==> config.mk <==
export PLATFORM = sky130hd
export DESIGN_NAME = mips_instr_encoder_flat
export DESIGN_NICKNAME = d
export VERILOG_FILES = /design/src/rtl/mips_instr_encoder_if.sv /design/src/rtl/mips_instr_encoder.sv /design/src/flat_wrapper.sv
export SDC_FILE = /design/constraint.sdc
export NUM_CORES = 1
export LEC_CHECK = 0
export ABC_AREA = 0
export CAP_MARGIN = 20
export CORE_UTILIZATION = 47
export DETAILED_ROUTE_END_ITERATION = 7
export PLACE_DENSITY = 0.95
export SYNTH_ARGS = -nofsm -noshare
export SYNTH_HDL_FRONTEND = slang
export SYNTH_SLANG_ARGS = --single-unit
export TNS_END_PERCENT = 20
==> constraint.sdc <==
create_clock -name clk -period 5.3 [get_ports clk]
set_input_delay 0.53 -clock clk [delete_from_list [all_inputs] [get_ports clk]]
set_output_delay 0.53 -clock clk [all_outputs]
set_load 0.01 [all_outputs]
==> src/rtl/mips_instr_encoder_if.sv <==
// Field-beat input channel, imem write port and loader status of the MIPS instruction encoder.
// The loader (bench or boot ROM) drives the master side; the encoder owns the slave side.
interface mips_instr_encoder_if #(
    parameter int unsigned ADDR_W = 6
) ();
    logic              start;
    logic              finish;
    logic              in_valid;
    logic              in_ready;
    logic [2:0]        in_kind;
    logic [4:0]        in_rs;
    logic [4:0]        in_rt;
    logic [4:0]        in_rd;
    logic [5:0]        in_funct;
    logic [15:0]       in_imm;
    logic [ADDR_W-1:0] in_target;
    logic              imem_we;
    logic [ADDR_W-1:0] imem_addr;
    logic [31:0]       imem_wdata;
    logic [ADDR_W:0]   count;
    logic              full;
    logic              err;
    logic              busy;

    modport master (
        output start, finish, in_valid, in_kind, in_rs, in_rt, in_rd, in_funct, in_imm, in_target,
        input  in_ready, imem_we, imem_addr, imem_wdata, count, full, err, busy
    );

    modport slave (
        input  start, finish, in_valid, in_kind, in_rs, in_rt, in_rd, in_funct, in_imm, in_target,
        output in_ready, imem_we, imem_addr, imem_wdata, count, full, err, busy
    );
endinterface

==> src/rtl/mips_instr_encoder.sv <==
// Encodes decoded MIPS fields into instruction words and streams them into imem, one per cycle.
// Branch offsets and jump fields are derived from absolute word-index targets.
module mips_instr_encoder #(
    parameter int unsigned DEPTH  = 64,
    parameter int unsigned ADDR_W = 6
) (
    input logic                 clk,
    input logic                 rst_n,
    mips_instr_encoder_if.slave bus
);
    localparam logic [ADDR_W:0] CountMax = (ADDR_W + 1)'(DEPTH);
    localparam logic [ADDR_W:0] CountOne = (ADDR_W + 1)'(1);

    typedef enum logic [1:0] {StIdle, StLoad, StFull} state_e;

    typedef enum logic [2:0] {
        KindR, KindAddi, KindLw, KindSw, KindBeq, KindBne, KindJ, KindIllegal
    } kind_e;

    state_e            state_q, state_d;
    logic [ADDR_W:0]   count_q, count_d;
    logic              err_q, err_d;
    logic              we_q, we_d;
    logic [ADDR_W-1:0] addr_q, addr_d;
    logic [31:0]       wdata_q, wdata_d;

    logic              full;
    logic              ready;
    logic              accept;
    kind_e             kind;
    logic [ADDR_W-1:0] ptr;
    logic [ADDR_W:0]   off_full;
    logic [15:0]       off16;
    logic [31:0]       enc_word;

    // Write pointer always equals the word count, so the count doubles as the pointer.
    assign ptr    = count_q[ADDR_W-1:0];
    assign full   = (count_q == CountMax);
    assign ready  = (state_q == StLoad) && !bus.start && !full;
    assign accept = bus.in_valid && ready;
    assign kind   = kind_e'(bus.in_kind);

    // Branch offset is relative to the word after the branch, in ADDR_W+1 bit two's complement.
    assign off_full = {1'b0, bus.in_target} - {1'b0, ptr} - CountOne;

    if (ADDR_W + 1 >= 16) begin : g_off_trunc
        assign off16 = off_full[15:0];
    end else begin : g_off_sext
        assign off16 = {{(15 - ADDR_W){off_full[ADDR_W]}}, off_full};
    end

    always_comb begin
        enc_word = 32'h0;
        unique case (kind)
            KindR:    enc_word = {6'h00, bus.in_rs, bus.in_rt, bus.in_rd, 5'd0, bus.in_funct};
            KindAddi: enc_word = {6'h08, bus.in_rs, bus.in_rt, bus.in_imm};
            KindLw:   enc_word = {6'h23, bus.in_rs, bus.in_rt, bus.in_imm};
            KindSw:   enc_word = {6'h2B, bus.in_rs, bus.in_rt, bus.in_imm};
            KindBeq:  enc_word = {6'h04, bus.in_rs, bus.in_rt, off16};
            KindBne:  enc_word = {6'h05, bus.in_rs, bus.in_rt, off16};
            KindJ:    enc_word = {6'h02, 26'(bus.in_target)};
            default:  enc_word = 32'h0;
        endcase
    end

    always_comb begin
        state_d = state_q;
        count_d = count_q;
        err_d   = err_q;
        we_d    = 1'b0;
        addr_d  = addr_q;
        wdata_d = wdata_q;

        unique case (state_q)
            StIdle: begin
            end
            StLoad: begin
                if (accept) begin
                    if (kind == KindIllegal) begin
                        err_d = 1'b1;
                    end else begin
                        we_d    = 1'b1;
                        addr_d  = ptr;
                        wdata_d = enc_word;
                        count_d = count_q + CountOne;
                        if (count_d == CountMax) begin
                            state_d = StFull;
                        end
                    end
                end
                // A beat accepted alongside finish is still written before going idle.
                if (bus.finish) begin
                    state_d = StIdle;
                end
            end
            StFull: begin
                if (bus.finish) begin
                    state_d = StIdle;
                end
            end
            default: state_d = StIdle;
        endcase

        if (bus.start) begin
            state_d = StLoad;
            count_d = '0;
            err_d   = 1'b0;
        end
    end

    always_ff @(posedge clk or negedge rst_n) begin
        if (!rst_n) begin
            state_q <= StIdle;
            count_q <= '0;
            err_q   <= 1'b0;
            we_q    <= 1'b0;
            addr_q  <= '0;
            wdata_q <= 32'h0;
        end else begin
            state_q <= state_d;
            count_q <= count_d;
            err_q   <= err_d;
            we_q    <= we_d;
            addr_q  <= addr_d;
            wdata_q <= wdata_d;
        end
    end

    assign bus.in_ready   = ready;
    assign bus.imem_we    = we_q;
    assign bus.imem_addr  = addr_q;
    assign bus.imem_wdata = wdata_q;
    assign bus.count      = count_q;
    assign bus.full       = full;
    assign bus.err        = err_q;
    assign bus.busy       = (state_q != StIdle);
endmodule

==> src/flat_wrapper.sv <==
// flat-port wrapper written by rule: the top's interface ports become plain ports
module mips_instr_encoder_flat 
#(
    parameter int unsigned DEPTH  = 64,
    parameter int unsigned ADDR_W = 6
)
  (clk, rst_n, bus_start, bus_finish, bus_in_valid, bus_in_kind, bus_in_rs, bus_in_rt, bus_in_rd, bus_in_funct, bus_in_imm, bus_in_target, bus_in_ready, bus_imem_we, bus_imem_addr, bus_imem_wdata, bus_count, bus_full, bus_err, bus_busy);
  mips_instr_encoder_if #(.ADDR_W(ADDR_W)) bus_i ();
  input logic clk;
  input logic rst_n;
  input wire logic [$bits(bus_i.start)-1:0] bus_start;
  input wire logic [$bits(bus_i.finish)-1:0] bus_finish;
  input wire logic [$bits(bus_i.in_valid)-1:0] bus_in_valid;
  input wire logic [$bits(bus_i.in_kind)-1:0] bus_in_kind;
  input wire logic [$bits(bus_i.in_rs)-1:0] bus_in_rs;
  input wire logic [$bits(bus_i.in_rt)-1:0] bus_in_rt;
  input wire logic [$bits(bus_i.in_rd)-1:0] bus_in_rd;
  input wire logic [$bits(bus_i.in_funct)-1:0] bus_in_funct;
  input wire logic [$bits(bus_i.in_imm)-1:0] bus_in_imm;
  input wire logic [$bits(bus_i.in_target)-1:0] bus_in_target;
  output wire logic [$bits(bus_i.in_ready)-1:0] bus_in_ready;
  output wire logic [$bits(bus_i.imem_we)-1:0] bus_imem_we;
  output wire logic [$bits(bus_i.imem_addr)-1:0] bus_imem_addr;
  output wire logic [$bits(bus_i.imem_wdata)-1:0] bus_imem_wdata;
  output wire logic [$bits(bus_i.count)-1:0] bus_count;
  output wire logic [$bits(bus_i.full)-1:0] bus_full;
  output wire logic [$bits(bus_i.err)-1:0] bus_err;
  output wire logic [$bits(bus_i.busy)-1:0] bus_busy;
  assign bus_i.start = bus_start;
  assign bus_i.finish = bus_finish;
  assign bus_i.in_valid = bus_in_valid;
  assign bus_i.in_kind = bus_in_kind;
  assign bus_i.in_rs = bus_in_rs;
  assign bus_i.in_rt = bus_in_rt;
  assign bus_i.in_rd = bus_in_rd;
  assign bus_i.in_funct = bus_in_funct;
  assign bus_i.in_imm = bus_in_imm;
  assign bus_i.in_target = bus_in_target;
  assign bus_in_ready = bus_i.in_ready;
  assign bus_imem_we = bus_i.imem_we;
  assign bus_imem_addr = bus_i.imem_addr;
  assign bus_imem_wdata = bus_i.imem_wdata;
  assign bus_count = bus_i.count;
  assign bus_full = bus_i.full;
  assign bus_err = bus_i.err;
  assign bus_busy = bus_i.busy;
  mips_instr_encoder #(.DEPTH(DEPTH), .ADDR_W(ADDR_W)) u_core (.clk(clk), .rst_n(rst_n), .bus(bus_i));
endmodule
==> results of run 1 <==
-- logic make-up after synthesis --
logic type / count (synthesis)
XOR/XNOR: 4
flip-flops: 48
other: 1
AND/OR/NAND/NOR: 89
AO/OA/AOI/OAI: 96
buffers and inverters: 28
adder cells (fa/ha/maj): 9
-- worst max-delay path: stages --
cell and delay (ns):
clkdlybuf4s50_1 0.70, and2_1 0.42, nand2_1 0.21, nand2_4 0.48, inv_2 0.30, a21oi_1 0.20
o21ai_0 0.09
-- final timing paths --
kind	end	slack [ns]	cells after the start
setup / recovery	u_core.bus.count[3]	2.55	7
hold / removal	u_core.bus.count[5]	0.05	1
setup reg to reg	u_core.bus.count[3]	2.82	6
hold reg to reg	u_core.bus.imem_addr[3]	0.49	2
max in group asynchronous	u_core.bus.imem_wdata[20]	4.79	2
min in group clk	u_core.bus.imem_addr[3]	0.49	2
-- routing by layer --
metal | up-vias | wire length (um)
met5 | - | 0
met4 | 0 | 97
met3 | 11 | 467
met2 | 110 | 3480
met1 | 1155 | 2890
li1 | 1161 | -
-- sequential cells by signal, indices dropped and copies added, names as in the netlist --
name	cells
u_core.bus.count	7
u_core.bus.err	1
u_core.bus.imem_addr	6
u_core.bus.imem_wdata	31
u_core.bus.imem_we	1
u_core.state_q	2
-- cell usage in the layout, fill, tap and decap left out, drive strengths merged, types with 6 or more instances in the layout --
cell and n:
nand2 29, ha 8, clkbuf 7, inv 12, a22oi 6, nor2 36
a221oi 6, dfrtp 48, clkdlybuf4s50 98, a21oi 27, a22o 12, o21ai 26
-- power breakdown --
group / total (uW) / switching (uW) / internal [uW]
Combinational: 287 / 124 / 163
Clock: 231 / 125 / 106
Sequential: 447 / 32.0 / 415
-- cell type report --
cell class	instances	share of cell area
clock buffer	7	0.0237
clock inverter	1	0.00206
inverter	12	0.0123
multi-input combinational	199	0.333
sequential	48	0.329
tap	70	0.0240
timing repair buffer	100	0.276
-- stage by stage --
step                power [uW]  std cells  hold WS [ns]  utilization
floorplan                  569        275         0.234            -
global placement           727        428         0.469        0.683
detailed placement         738        428         0.471        0.683
CTS                        965        436         0.439        0.701
global route              1010        437        0.0541        0.705
finish                     965        437        0.0506        0.705
==> results, run 1 <==
- Of the synthesized area, sequential elements account for 0.470.
- The portion of netlist area occupied by mux cells is 0.
- Max-cap violations in this run came to 0.
- Across the VDD grid, the largest voltage drop is between 0.00015 and 0.0002 V.
- The largest clock skew in the final design is a little over 0.007 ns.
- After synthesis, the cell types taking the most area are dfrtp_1 47%, nor2_1 5.3%, a21oi_1 5.1%.
- Of all flip-flops after synthesis, the portion carrying an async set or reset was 1.00.
- After clock tree synthesis, the flow added hold-fix buffers numbering 0.
- The analysis attributes to cell leakage a power of roughly 0.0015 uW.
- The final worst-path cycle share is 0.519.
- After clock tree synthesis, the setup repair step added 0 buffers.
- In this run the standard cell core region covers 5170 um^2.
- At the pin with the least slew margin, the transition time is 0.863 ns.
- Once detail routing completed, the nets flagged for antenna violations numbered 0.
- The startpoint of the worst-slack reg-to-reg timing path is u_core.bus.count[5].
- The number of hold violations in the final report came to 0.
- Setup violations remaining at the end of the flow were counted as 0.
- For the worst setup path, the data arrival time is a little under 3 ns.
- The width of the chip is roughly 76 um.
- The post-placement worst setup slack is ~2.3 ns.
- The xor and xnor area share after synthesis is 0.0137.
- Based on the critical path, the design can be clocked at up to 364 MHz.
- In this run the clock root is driven by a clkbuf_8.
- The H-tree depth reported by CTS is 2.
- In this run, CTS created clock tree buffers numbering 5.
- The total of warnings raised by yosys is 0.
- The filler cell count in the final layout is between 300 and 400.
- The kind of path behind the tightest hold check is in2async.
- The initial utilization of the core area, before any placement, comes to 0.494.
- The longest clock path from root to sink contains 2 buffers.
- Averaged over all synthesized cells, the footprint is between 9 and 10 um^2.
- Summing all multi-input logic gate instances after layout gives between 1000 and 1500 um^2.
- Setup repair after global routing left no endpoint under its margin.
- The time the final worst path needs with I/O delays and setup is ~2.7 ns.
- For this run the aggregate overflow at the end of global routing stands at 0.
- In this run, synthesis inferred 0 flip-flops with an integrated enable.
- The power per unit of standard cell area is around 260 nW/um^2.
- The post-detailed-route DRC marker count is 0.
- The max-slew violation count came to 0.
- The run finished with clean final reports.
- The sequential standard cell area is around 1200 um^2.
- In this run the tightest slew margin relative to its limit is 0.423.
- During I/O placement, the number of pins put on the boundary was a little over 100.
- After the last flow step, the layout net total stands at between 400 and 500.
- The share of synthesized cell area in full adder, half adder and majority cells is 0.0470.
- The most critical setup path has its startpoint at bus_in_kind[2].
- After floorplanning, the core was divided into 26 placement rows.
- The number of global-route vias before repair is 2,195.
- The share of synthesized area in the top cell type comes to 0.470.
- Yosys mapped the design onto 48 distinct sky130hd cell types.
- The predominant post-synthesis flop cell is dfrtp_1.
- The antenna diode instance count is 0.
- The routability congestion estimate is roughly 0.9.
- The count of instances resized after the clock tree is built is 0.
- The number of iterations in the first detailed-routing pass is 4.
- For this run, global-route usage on met3 was measured as 0.0728.
- The number of antenna violations at the first check in global routing was 0.
- In the global route stage, met2 resource usage came out at 0.401.
- By area, the combinational part of the netlist is dominated by compound AO/OA/AOI/OAI gates.
- The most used routing layer is met2.
- During placement, the flow inserted port buffers numbering approximately 100.
- The setup path with the least slack is of type in2reg.
- After synthesis, the most frequently instantiated cells are 48 x dfrtp_1, 36 x nor2_1, 28 x nand2_1, 26 x a21oi_1, 26 x o21ai_0.
- The setup TNS is 0 ns.
- The setup slack of the critical path after layout is roughly 2.6 ns.
- The number of nets in the synthesized netlist is approximately 340.
- The clock net in this run drives a total of 48 sinks.
- The number of synthesized register bits is 48.
- The synthesis-to-finish area growth is 42.7%.
- For the worst setup path, the data required time is 5.49 ns.
- In the global route stage, overall resource usage came out at 0.252.
- Dividing the detail-routed via count by the number of cells gives around 5.6.
- The wire length per cell is between 15 and 20 um.
- The synthesized netlist occupies a cell area of between 2000 and 3000 um^2.
- The routed design has 6930 um of wire.
- Entering global routing, the biggest net connects 55 pins.
- The synthesized instance count is 275.
- In the global route stage, met1 resource usage came out at 0.331.
- The detailed router finished its first iteration with between 100 and 150 violations.
- In this run the cell area measured after placement is ~3500 um^2.
- Among all cell types in the netlist, the one instantiated most often is dfrtp_1.
- The largest area contributor in the netlist is dfrtp_1.
- The ratio of cells with drive above 1 in the final layout is 0.0545.
- The share of synthesized cell area in and, or, nand and nor gates is 0.160.
- After routing the design area is 3650 um^2.
- Across all layers, the routed design uses ~2,400 vias.
- Clock-pin slew was measured on the worst setup and hold paths at about 0.08 ns.
- TritonCTS built the clock tree.
- Once detailed placement completed, the half-perimeter wirelength came to approximately 5000 um.
- STA classifies the critical path startpoint as an input pin.
- The full die area is 5740 um^2.
- The compound-gate portion of the synthesized area is 0.253.
- The clock reaches the later pin of the worst-skew pair after 0.31 ns.
- The critical path endpoint category is a flop.
- The first global-routing pass estimated between 10,000 and 15,000 um of wire.
- From bottom edge to top edge, the die measures around 76 um.
- Along the worst path, the maximum fanout reaches between 50 and 60.
No activity file was read; power rests on OpenSTA's default activity.
==> inputs of run 2 (changes only) <==
--- a/config.mk
+++ b/config.mk
@@ -7,9 +7,9 @@
 export LEC_CHECK = 0
 export ABC_AREA = 0
 export CAP_MARGIN = 20
-export CORE_UTILIZATION = 47
+export CORE_UTILIZATION = 44
 export DETAILED_ROUTE_END_ITERATION = 7
-export PLACE_DENSITY = 0.95
+export PLACE_DENSITY = 0.9
 export SYNTH_ARGS = -nofsm -noshare
 export SYNTH_HDL_FRONTEND = slang
 export SYNTH_SLANG_ARGS = --single-unit
==> constraint.sdc (replaced) <==
create_clock -name clk -period 2.83 [get_ports clk]
set_input_delay 0.283 -clock clk [delete_from_list [all_inputs] [get_ports clk]]
set_output_delay 0.283 -clock clk [all_outputs]
set_load 0.01 [all_outputs]
==> run 2 against run 1 <==
Effect of this change:
- via count down 1.2%
- cell count up 1.8%
- wire length down 1.3%
- core utilization down 3.8 points
- global-route usage down 1.7 points
- sequential power up 87%
- die area up 6.6%
- largest power group unchanged
==> results, run 2 (synthesized netlist as in run 1, its figures left out) <==
- The number of hold violations in the final report came to 0.
- The HPWL after detailed placement is about 5000 um.
- The global-route usage over all layers is 0.234.
- The number of clock sinks is 48.
- The post-detailed-route via-to-cell ratio is between 5 and 6.
- In the detailed route, the total length drawn on met3 is 441 um.
- The total overflow left after global routing is 0.
- The clock tree synthesis step divided the H-tree into 2 levels.
- The number of flip-flops in the largest register is 31.
- Across the VDD grid, the largest voltage drop is 0.000270 V.
- After detailed routing, the average wire length per cell comes to ~15 um.
- Of the total power, registers draw 0.462.
- The achievable frequency is between 400 and 500 MHz.
- The ratio of cells with drive above 1 in the final layout is 0.0670.
- Of the total power, combinational logic draws 0.301.
- Setup slack on the worst reg-to-reg path comes out at approximately 0.5 ns.
- The startpoint of the worst-slack reg-to-reg timing path is u_core.bus.count[2].
- In this run the worst path has a maximum fanout of 5.
- The net switching fraction of the power is 0.286.
- The power per unit of standard cell area is 488 nW/um^2.
- The end-of-flow core utilization is 0.667.
- The internal portion of total power is around 1300 uW.
- The critical path endpoint category is an output port.
- The number of buffers created by CTS is 5.
- In this run the clock root is driven by a clkbuf_8.
- The first routing iteration left 132 violations.
- The wire length reported by the detailed router is between 6000 and 7000 um.
- Clock-pin slew was measured on the worst setup and hold paths at 0.08 ns.
- The met2 wire length is 3500 um.
- In this run the count of I/O pins placed on the die edge is 101.
- The width of the chip is around 78 um.
- The count of instances resized after the clock tree is built is 0.
- The met1 layer wirelength in the final routing is around 2800 um.
- The critical path startpoint category is a flop.
- For this design the total switching power over the nets is about 520 uW.
- In this run the remaining antenna-violating nets after routing total 0.
- The depth of the most critical reg-to-reg path is 7.
- The time the final worst path needs with I/O delays and setup is between 2 and 2.5 ns.
- The number of global-route vias before repair was 2,301.
- Leaving out fill and tap cells, the most frequent cells in the layout are 98 x clkdlybuf4s50_1, 48 x dfrtp_1, 36 x nor2_1.
- The standard-cell row count is 27.
- The number of antenna violations at the first check in global routing is 0.
- The run finished with clean final reports.
- TritonCTS built the clock tree.
- The multi-input combinational cells in the finished layout cover a total of 1210 um^2.
- At the worst endpoint, the arrival time is about 2.1 ns.
- The headroom to the max-slew limit is 0.474.
- Across the run, the number of max-cap violations was 0.
- No sink is reached through more buffers than the 2 on the longest clock path.
- The post-detailed-route DRC marker count is 0.
- For the final routed database, the setup TNS stands at 0 ns.
- The leading cell type in the layout, fill and taps excluded is clkdlybuf4s50_1.
- For this run, the post-layout net count is approximately 430.
- The standard cell core area is approximately 5500 um^2.
- The first global-routing pass estimated approximately 11,000 um of wire.
- The routability congestion estimate is a little under 0.9.
- The synthesis-to-finish area growth is 44.6%.
- The starting density of the core is 0.461.
- The sequential standard cell area is approximately 1200 um^2.
- The maximum number of pins on one net before global-route repair is roughly 50.
- The number of post-CTS setup repair buffers is 0.
- The die is 78.2 um tall.
- The latest clock arrival within the worst-skew pair is 0.30 ns.
- The endpoint identified for the worst register-to-register timing path is u_core.bus.imem_wdata[6].
- Of the total power, the clock network draws 0.236.
- The number of iterations in the first detailed-routing pass is 4.
- The antenna diode instance count is 0.
- The total vias in the final route is roughly 2,400.
- The max-slew violation count came to 0.
- The number of failing setup endpoints in the final timing report is 0.
- The worst setup path is of the reg2out kind.
- The full die area is roughly 6100 um^2.
- Of the available clock period, the critical path in the final layout requires 0.841.
- At the worst endpoint, the required time is 2.55 ns.
- The actual slew at the worst max-slew pin is roughly 0.79 ns.
- Buffers placed on the I/O ports in this run total a little under 100.
- The hold-fix buffer count after cts is 0.
- In this run the static leakage power is 0.00151 uW.
- The largest clock skew in the final design is 0.00581 ns.
- Setup repair after global routing left no endpoint under its margin.
- The uppermost signal routing layer after detailed routing is met4.
- The layout has ~470 filler cells.
- The worst hold path belongs to the class in2async.
[run 2: changes by cell type in the layout (fill, tap and decap cells not counted), sizes merged]
cell / delta
dlygate4sd3: +1
buf: +5
[run 2: through the flow]
step	instances	setup WS, ns	total power [uW]	hold slack, ns	area [um^2]
after floorplan	275	0.768	1070	-0.0126	2560
after global placement	435	0.502	1370	0.462	3570
after detailed placement	435	0.374	1390	0.483	3570
after CTS	443	0.473	1810	0.212	3670
after global routing	445	0.305	1890	0.439	3700
final	445	0.450	1800	0.409	3700
[run 2: metal layers]
metal  vias up  track usage
met3         9       0.0500
met4         0       0.0519
met2        84        0.399
li1       1170            -
met5         -            0
met1      1145        0.306
[run 2: worst max-delay path, stage by stage, from the launching register on]
cell,delay (ns)
dfrtp_1,0.48
inv_1,0.13
ha_1,0.21
nand2_1,0.14
nor3_1,0.09
nor3_1,0.19
clkdlybuf4s50_1,0.56
[run 2: worst max-delay path by stage]
| stage | from | to | slack [ns] | cells past startpoint |
|---|---|---|---|---|
| floorplan | u_core.bus.count[2] | u_core.bus.imem_wdata[5] | 0.77 | 7 |
| global placement | bus_in_target[0] | u_core.bus.imem_wdata[8] | 0.50 | 9 |
| detailed placement | bus_in_target[0] | u_core.bus.imem_wdata[6] | 0.37 | 9 |
| finish | u_core.bus.count[1] | bus_in_ready | 0.45 | 6 |
| CTS | u_core.bus.count[1] | bus_in_ready | 0.47 | 6 |
| global route | u_core.bus.count[1] | bus_in_ready | 0.31 | 6 |
[run 2: final cells by class]
cell class / instances / share of cell area
multi-input cells: 199 / 0.328
flip-flops and latches: 48 / 0.325
repair buffers: 106 / 0.285
well taps: 72 / 0.0244
clock buffers: 7 / 0.0234
inverters: 12 / 0.0122
clock inverters: 1 / 0.00203
[run 2: power by group through the flow]
| stage | Sequential (uW) | Clock [uW] | Combinational, uW |
|---|---|---|---|
| final | 834 | 426 | 543 |
| after global routing | 845 | 461 | 588 |
| after CTS | 834 | 433 | 543 |
| after detailed placement | 846 | 0 | 540 |
| after global placement | 844 | 0 | 526 |
| after floorplan | 883 | 0 | 183 |
